## config.mk

```make
export PLATFORM = sky130hd
export DESIGN_NAME = uart_cmd_wrapper
export DESIGN_NICKNAME = d
export VERILOG_FILES = /design/src/rtl/uart_cmd_wrapper.sv
export SDC_FILE = /design/constraint.sdc
export NUM_CORES = 1
export LEC_CHECK = 0
export CAP_MARGIN = 20
export CORE_UTILIZATION = 35
export CTS_BUF_LIST = sky130_fd_sc_hd__clkbuf_16
export DETAILED_ROUTE_END_ITERATION = 8
export GPL_ROUTABILITY_DRIVEN = 0
export HOLD_SLACK_MARGIN = 0.03
export PLACE_DENSITY = 0.55
export REMOVE_ABC_BUFFERS = 1
export SLEW_MARGIN = 20
export SYNTH_ARGS = -nofsm -noshare
export SYNTH_HDL_FRONTEND = slang
export SYNTH_SLANG_ARGS = --single-unit
export TNS_END_PERCENT = 100
```

## constraint.sdc

```tcl
create_clock -name clk -period 4 [get_ports clk]
set_clock_uncertainty 0.1 [all_clocks]
set_input_delay 1.2 -clock clk [delete_from_list [all_inputs] [get_ports clk]]
set_output_delay 1.2 -clock clk [all_outputs]
set_load 0.02 [all_outputs]
```

## src/rtl/uart_cmd_wrapper.sv

```systemverilog
// UART command front end: two received bytes (high first) form a 16-bit cmd; one-byte response is sent back on request.
// Latency: cmd_rdy 2 clks after the low byte's stop sample, TX start bit 1 clk after send_resp; no backpressure (send_resp while busy is dropped).
module uart_cmd_wrapper #(
    parameter int BAUD_DIV = 434
) (
    input  logic        clk,
    input  logic        rst_n,
    input  logic        RX,
    output logic        TX,
    input  logic        clr_cmd_rdy,
    input  logic        send_resp,
    input  logic [7:0]  resp,
    output logic [15:0] cmd,
    output logic        cmd_rdy,
    output logic        resp_sent
);

    localparam int            CW        = $clog2(BAUD_DIV);
    localparam logic [CW-1:0] BAUD_LAST = CW'(BAUD_DIV - 1);
    localparam logic [CW-1:0] HALF_LAST = CW'(BAUD_DIV / 2 - 1);
    localparam logic [CW-1:0] BAUD_ONE  = CW'(1);

    typedef enum logic {RX_IDLE, RX_RECV} rx_state_t;
    typedef enum logic {TX_IDLE, TX_XMIT} tx_state_t;
    typedef enum logic {WR_HIGH, WR_LOW}  wr_state_t;

    // ---------------- receiver ----------------
    logic            rx_meta_q, rx_sync_q, rx_prev_q;
    rx_state_t       rx_state_q, rx_state_d;
    logic [CW-1:0]   rx_baud_q, rx_baud_d;
    logic [3:0]      rx_bit_q, rx_bit_d;
    logic [7:0]      rx_shift_q, rx_shift_d;
    logic            rx_rdy_q, rx_rdy_d;
    logic            rx_ferr_q, rx_ferr_d;
    logic            rx_fall;
    logic            rx_start;

    // Preset to idle-high so reset release never looks like a start bit.
    always_ff @(posedge clk or negedge rst_n) begin
        if (!rst_n) begin
            rx_meta_q <= 1'b1;
            rx_sync_q <= 1'b1;
            rx_prev_q <= 1'b1;
        end else begin
            rx_meta_q <= RX;
            rx_sync_q <= rx_meta_q;
            rx_prev_q <= rx_sync_q;
        end
    end

    assign rx_fall  = rx_prev_q & ~rx_sync_q;
    assign rx_start = (rx_state_q == RX_IDLE) && rx_fall;

    always_comb begin
        rx_state_d = rx_state_q;
        rx_baud_d  = rx_baud_q;
        rx_bit_d   = rx_bit_q;
        rx_shift_d = rx_shift_q;
        rx_rdy_d   = 1'b0;
        rx_ferr_d  = 1'b0;
        case (rx_state_q)
            RX_IDLE: begin
                if (rx_fall) begin
                    rx_state_d = RX_RECV;
                    rx_baud_d  = HALF_LAST;
                    rx_bit_d   = 4'd0;
                end
            end
            RX_RECV: begin
                if (rx_baud_q != '0) begin
                    rx_baud_d = rx_baud_q - BAUD_ONE;
                end else begin
                    rx_baud_d = BAUD_LAST;
                    rx_bit_d  = rx_bit_q + 4'd1;
                    if (rx_bit_q == 4'd0) begin
                        // Start bit gone high again by mid-bit: treat as a glitch.
                        if (rx_sync_q) begin
                            rx_state_d = RX_IDLE;
                        end
                    end else if (rx_bit_q == 4'd9) begin
                        rx_state_d = RX_IDLE;
                        rx_rdy_d   = rx_sync_q;
                        rx_ferr_d  = ~rx_sync_q;
                    end else begin
                        rx_shift_d = {rx_sync_q, rx_shift_q[7:1]};
                    end
                end
            end
            default: rx_state_d = RX_IDLE;
        endcase
    end

    always_ff @(posedge clk or negedge rst_n) begin
        if (!rst_n) begin
            rx_state_q <= RX_IDLE;
            rx_baud_q  <= '0;
            rx_bit_q   <= 4'd0;
            rx_shift_q <= 8'h00;
            rx_rdy_q   <= 1'b0;
            rx_ferr_q  <= 1'b0;
        end else begin
            rx_state_q <= rx_state_d;
            rx_baud_q  <= rx_baud_d;
            rx_bit_q   <= rx_bit_d;
            rx_shift_q <= rx_shift_d;
            rx_rdy_q   <= rx_rdy_d;
            rx_ferr_q  <= rx_ferr_d;
        end
    end

    // ---------------- command assembly ----------------
    wr_state_t wr_state_q, wr_state_d;
    logic [7:0]  high_q, high_d;
    logic [15:0] cmd_q, cmd_d;
    logic        cmd_rdy_q, cmd_rdy_d;
    logic        cmd_done;

    always_comb begin
        wr_state_d = wr_state_q;
        high_d     = high_q;
        cmd_d      = cmd_q;
        cmd_rdy_d  = cmd_rdy_q;
        cmd_done   = 1'b0;
        if (rx_ferr_q) begin
            wr_state_d = WR_HIGH;
        end else if (rx_rdy_q) begin
            case (wr_state_q)
                WR_HIGH: begin
                    high_d     = rx_shift_q;
                    wr_state_d = WR_LOW;
                end
                WR_LOW: begin
                    cmd_d      = {high_q, rx_shift_q};
                    cmd_done   = 1'b1;
                    wr_state_d = WR_HIGH;
                end
                default: wr_state_d = WR_HIGH;
            endcase
        end
        // A completing command outranks a same-cycle clear.
        if (cmd_done) begin
            cmd_rdy_d = 1'b1;
        end else if (clr_cmd_rdy || (rx_start && (wr_state_q == WR_HIGH))) begin
            cmd_rdy_d = 1'b0;
        end
    end

    always_ff @(posedge clk or negedge rst_n) begin
        if (!rst_n) begin
            wr_state_q <= WR_HIGH;
            high_q     <= 8'h00;
            cmd_q      <= 16'h0000;
            cmd_rdy_q  <= 1'b0;
        end else begin
            wr_state_q <= wr_state_d;
            high_q     <= high_d;
            cmd_q      <= cmd_d;
            cmd_rdy_q  <= cmd_rdy_d;
        end
    end

    // ---------------- transmitter ----------------
    tx_state_t     tx_state_q, tx_state_d;
    logic [9:0]    tx_shift_q, tx_shift_d;
    logic [CW-1:0] tx_baud_q, tx_baud_d;
    logic [3:0]    tx_bit_q, tx_bit_d;
    logic          resp_sent_q, resp_sent_d;

    always_comb begin
        tx_state_d  = tx_state_q;
        tx_shift_d  = tx_shift_q;
        tx_baud_d   = tx_baud_q;
        tx_bit_d    = tx_bit_q;
        resp_sent_d = resp_sent_q;
        case (tx_state_q)
            TX_IDLE: begin
                if (send_resp) begin
                    tx_state_d  = TX_XMIT;
                    tx_shift_d  = {1'b1, resp, 1'b0};
                    tx_baud_d   = '0;
                    tx_bit_d    = 4'd0;
                    resp_sent_d = 1'b0;
                end
            end
            TX_XMIT: begin
                if (tx_baud_q == BAUD_LAST) begin
                    tx_baud_d  = '0;
                    // Ones shift in behind the frame, so the line idles high afterwards.
                    tx_shift_d = {1'b1, tx_shift_q[9:1]};
                    if (tx_bit_q == 4'd9) begin
                        tx_state_d  = TX_IDLE;
                        resp_sent_d = 1'b1;
                    end else begin
                        tx_bit_d = tx_bit_q + 4'd1;
                    end
                end else begin
                    tx_baud_d = tx_baud_q + BAUD_ONE;
                end
            end
            default: tx_state_d = TX_IDLE;
        endcase
    end

    always_ff @(posedge clk or negedge rst_n) begin
        if (!rst_n) begin
            tx_state_q  <= TX_IDLE;
            tx_shift_q  <= 10'h3FF;
            tx_baud_q   <= '0;
            tx_bit_q    <= 4'd0;
            resp_sent_q <= 1'b0;
        end else begin
            tx_state_q  <= tx_state_d;
            tx_shift_q  <= tx_shift_d;
            tx_baud_q   <= tx_baud_d;
            tx_bit_q    <= tx_bit_d;
            resp_sent_q <= resp_sent_d;
        end
    end

    assign TX        = tx_shift_q[0];
    assign cmd       = cmd_q;
    assign cmd_rdy   = cmd_rdy_q;
    assign resp_sent = resp_sent_q;

endmodule

```

After elaboration in Yosys (flattened, before gate mapping)
Index checks and enable logic that the tools add are counted.
- eq/ne operators: 9
- bitwise logic cells: 9
- add/subtract/negate cells: 4
- reductions and logical operators: 14
- mux-type cells: 46
- operator list (operator ; number):
    9-bit 2-to-1 mux ; 4
    9-bit one-hot mux with 2 select lines ; 2
    1-bit 2-to-1 mux ; 26
    10-bit 2-to-1 mux ; 2
    4-bit 2-to-1 mux ; 5
    10-bit one-hot mux with 2 select lines ; 1
    4-bit one-hot mux with 2 select lines ; 2
    3-bit AND reduction ; 4
    9-bit by 1-bit adder with 9-bit output, second input constant ; 1
    9-bit equality test, second input constant ; 1
    9-bit nonzero test ; 1
    9-bit by 1-bit subtractor with 9-bit output, second input constant ; 1
    4-bit by 1-bit adder with 4-bit output, second input constant ; 2
    4-bit equality test, second input constant ; 2
    2-bit inequality test, second input constant ; 4
    1-bit inverter ; 8
    1-bit one-hot mux with 2 select lines ; 4
    4-bit logical NOT ; 1
    2-bit by 1-bit inequality test with 1-bit output, second input constant ; 2
    2-bit AND reduction ; 2
    4-bit AND reduction ; 1
    2-bit nonzero test ; 2
    1-bit logical AND ; 2
    1-bit bitwise AND ; 1
    1-bit logical OR ; 1
- output and inout bits: 19
- register bits: 78

Logic depth before layout (Yosys ltp)
- depth after elaboration: 7
- depth in mapped cells: 8

Worst setup path after synthesis
Ideal clock, no wire load.
- kind: in2reg
- start point: in send_resp
- end point: reg tx_shift_q[1]
- arrival time: 2006 ps
- setup slack: 1814 ps
- required time: 3820 ps
- stages: 5
- cell sequence: nor2b_1 -> a31oi_1 -> clkbuf_1 -> nand2_1 -> o21ai_0
- longest elaborated chain between the ends: 2
- RTL lines (element ; RTL line ; source):
    from (decl) ; 11 ; input logic send_resp,
    2-bit inequality test (no source line) ; -- ;
    2-bit AND reduction (no source line) ; -- ;
    to (signal assigned) ; 213 ; tx_shift_q <= tx_shift_d;
    to (decl) ; 164 ; logic [9:0] tx_shift_q, tx_shift_d;
No other way between the ends.
A chain may end at the register's enable or synchronous reset.

Final worst setup path
- start point: reg tx_shift_q[0]
- end point: out TX
- RTL lines (element ; RTL line ; source):
    to (decl) ; 9 ; output logic TX,
No word-level cell between the ends.

==> flow_metrics.env <==
export IMPL_gr_usage_all_layers=0.1381
export IMPL_num_vias=2273
export IMPL_ant_nets=0
export IMPL_cp_startpoint="tx_shift_q[0]$_DFFE_PN1P_"
export IMPL_rows=35
export IMPL_grt_pass1_wl_um=10970
export IMPL_relSlewSlack=0.4182
export IMPL_critPathKind="flip-flop to output port"
export IMPL_post_route_util=0.4477
export IMPL_cts_resized_gates=0
export IMPL_drc_errors=0
export IMPL_synth_cells=290
export IMPL_r2r_start="rx_baud_q[0]$_DFFE_PN0P_"
export IMPL_critPathRequiredTime_ns=2.70
export IMPL_drt_iter0_markers=86
export IMPL_dp_cells=443
export IMPL_synth_edf_count=0
export IMPL_p_int_mw=1.413
export IMPL_io_pins=32
export IMPL_synthTopCellsByArea="dfrtp_1 (47%), mux2_2 (11%), dfstp_2 (9.1%), o21ai_0 (3.2%), ha_1 (2.9%)"
export IMPL_routed_wl_um=6233
export IMPL_finalSetupViolCount=0
export IMPL_synth_top_family_by_area="multiplexers"
export IMPL_cp_max_fo=3
export IMPL_fmax_ghz=0.3610
export IMPL_synth_area_um2=3461
export IMPL_dpl_hpwl_um=4026
export IMPL_nets=346
export IMPL_synth_top_cell_by_area="dfrtp_1"
export IMPL_start_util=0.3676
export IMPL_clk_pin_slew_ns=0.07
export IMPL_htreeDepth=3
export IMPL_ys_ff_latch=77
export IMPL_tns_ns=0
export IMPL_antenna_cells=0
export IMPL_drive_above_1_share=0.2212
export IMPL_rsz0062_at_grt="false"
export IMPL_power_density_nw_per_um2=450.9
export IMPL_synth_compound_area_frac=0.1059
export IMPL_grtUsageMet2=0.2229
export IMPL_seq_area_frac_synth=0.5611
export IMPL_cts_sinks=77
export IMPL_cp_num_buf_inv=1
export IMPL_synthFlopType="dfrtp_1"
export IMPL_finalHoldViolations=0
export IMPL_worstPathCellList="clkdlybuf4s50_1"
export IMPL_drv_cap=0
export IMPL_crit_path_max_incr_delay_ns=0.60
export IMPL_worst_slew_pin_slew_ns=0.8701
export IMPL_grt_met1_usage=0.1814
export IMPL_vias_per_cell=4.952
export IMPL_cts_tree="done"
export IMPL_final_cells=459
export IMPL_cp_end_kind="output port"
export IMPL_worstPathArrival_ns=1.47
export IMPL_die_w_um=101.4
export IMPL_seq_power_share=0.470
export IMPL_ys_types=50
export IMPL_design_area_um2=4215
export IMPL_wire_per_inst_um=13.58
export IMPL_regToRegEndpoint="rx_bit_q[0]$_DFFE_PN0P_"
export IMPL_vdd_ir_drop_max_v=0.0002411
export IMPL_ys_top_cells_by_count="dfrtp_1 (65), mux2_2 (33), nand2_1 (26)"
export IMPL_pre_cts_slack_ns=1.411
export IMPL_overflow=0
export IMPL_synth_mux_area_frac=0.1363
export IMPL_grt_max_degree=78
export IMPL_clock_path_buffers=2
export IMPL_min_from="rx_meta_q$_DFF_PN1_"
export IMPL_hold_buffers=0
export IMPL_maxSlewViolCount=0
export IMPL_hp_class="flip-flop to flip-flop"
export IMPL_place_area_um2=3906
export IMPL_first_pass_iters=5
export IMPL_post_cts_setup_buffer_count=0
export IMPL_die_area_um2=10290
export IMPL_hold_path_end="rx_sync_q$_DFF_PN1_"
export IMPL_timing_critical_path_slowest_stage_cell="clkdlybuf4s50_1"
export IMPL_grt_pass1_vias=2289
export IMPL_die_h_um=101.4
export IMPL_reg2regPathDepth=6
export IMPL_status="finished, final reports clean"
export IMPL_cts_buffers=9
export IMPL_busiest_layer="met2"
export IMPL_worst_slack_ns=1.230
export IMPL_switching_power_uw=488.1
export IMPL_yosysMostFrequentCell="dfrtp_1"
export IMPL_synth_top_cell_area_share=0.4700
export IMPL_gr_usage_met3=0.03520
export IMPL_period_minus_slack_ns=2.770
export IMPL_clkPwrFrac=0.442
export IMPL_synth_simple_area_share=0.1341
export IMPL_cts_root_buf="clkbuf_16"
export IMPL_areaGrowthSynthToFinish_pct=21.80
export IMPL_reg2reg_slack_ns=1.68
export IMPL_path_delay_family="buffers and inverters"
export IMPL_insertion_delay_ns=0.32
export IMPL_syn_area_per_cell_um2=11.93
export IMPL_leakage_nw=1.966
export IMPL_synthAdderAreaFrac=0.02892
export IMPL_synth_xor_area_frac=0.01265
export IMPL_async_reset_ff_frac=1.000
export IMPL_period_share=0.6926
export IMPL_synth_warnings=0
export IMPL_portBuffers=31
export IMPL_num_fill_cells=869
export IMPL_antenna_found_initial=0
export IMPL_coreArea_um2=9415
export IMPL_power_share_combinational=0.088
export IMPL_critPathLaunchType="flip-flop"
export IMPL_switching_share=0.2568
export IMPL_min_path_cells=0
-- sequential cells by signal (all words and copies together) (netlist names) --
register    cells
rx_rdy_q        1
tx_baud_q       9
wr_state_q      1
tx_state_q      1
rx_state_q      1
resp_sent       1
rx_shift_q      8
rx_sync_q       1
rx_ferr_q       1
rx_prev_q       1
tx_bit_q        4
rx_bit_q        4
high_q          8
cmd            16
tx_shift_q      9
rx_baud_q       9
rx_meta_q       1
cmd_rdy         1
-- worst max path at each step --
stage	endpoint	slack, ns	cells past startpoint
3_3_place_gp	tx_shift_q[3]$_DFFE_PN1P_	1.47	5
2_1_floorplan	tx_shift_q[1]$_DFFE_PN1P_	1.71	3
3_5_place_dp	tx_shift_q[6]$_DFFE_PN1P_	1.41	5
6_report	TX	1.23	1
4_1_cts	TX	1.21	1
5_1_grt	TX	1.19	1
-- layer usage --
layer / routed length, µm / share of wire
met2: 3052 / 0.49
met1: 3054 / 0.49
met3: 86 / 0.014
met4: 38 / 0.0061
met5: 0 / 0
-- kinds of logic after synthesis --
family / Yosys count
adders and majority gates: 8
DFF: 77
muxes: 43
xor gates and xnor gates: 5
AOI/OAI and AO/OA: 58
and+or+nand+nor: 80
buffers and inverters: 19
-- final cells by class --
class                           count  area (µm²)  share of cell area
Sequential cell                    77        1942              0.4607
Multi-Input combinational cell    194        1446              0.3431
Timing Repair Buffer               32       319.1             0.07569
Clock buffer                        9       225.2             0.05343
Tap cell                          129       161.4             0.03829
Clock inverter                      7       80.08             0.01900
Inverter                           11       41.29            0.009795
-- stage by stage --
stage	total power, mW	hold slack [ns]
2_1_floorplan	1.012	0.2452
6_report	1.901	0.2587
3_3_place_gp	1.070	0.2454
5_1_grt	2.003	0.2618
4_1_cts	1.925	0.2589
3_5_place_dp	1.074	0.2489
-- layout by cell type (no fill, tap or decap), types with 2 or more instances in the layout --
cell type | netlist | routed
and4_1 | 2 | 2
a41oi_1 | 2 | 2
xnor2_1 | 4 | 4
dfstp_2 | 12 | 12
o21ai_0 | 22 | 22
nor2b_1 | 4 | 4
nand2b_1 | 4 | 4
nor3b_1 | 2 | 2
mux2_2 | 33 | 33
mux2i_1 | 10 | 10
clkdlybuf4s50_1 | 0 | 30
a31oi_1 | 6 | 6
dfrtp_1 | 65 | 65
nor2_1 | 8 | 8
a21o_1 | 2 | 2
nor3_1 | 3 | 3
a22o_1 | 3 | 3
inv_1 | 11 | 11
a21oi_1 | 8 | 8
nand3_1 | 11 | 11
ha_1 | 8 | 8
inv_6 | 0 | 3
clkbuf_16 | 0 | 9
nand2_1 | 26 | 26
and3_1 | 4 | 4
nand3b_1 | 3 | 3
nor4_1 | 2 | 2
o22ai_1 | 4 | 4
o21ai_2 | 2 | 2
-- power by group through the flow --
stage                     sequential (mW)  combinational, mW  clock [mW]
after floorplan                     0.891              0.121           0
after global placement              0.905              0.165           0
after detailed placement            0.904              0.170           0
after CTS                           0.892              0.170       0.863
after global routing                0.903              0.198       0.902
final                               0.893              0.168       0.840
(Power assumes the default switching activity.)
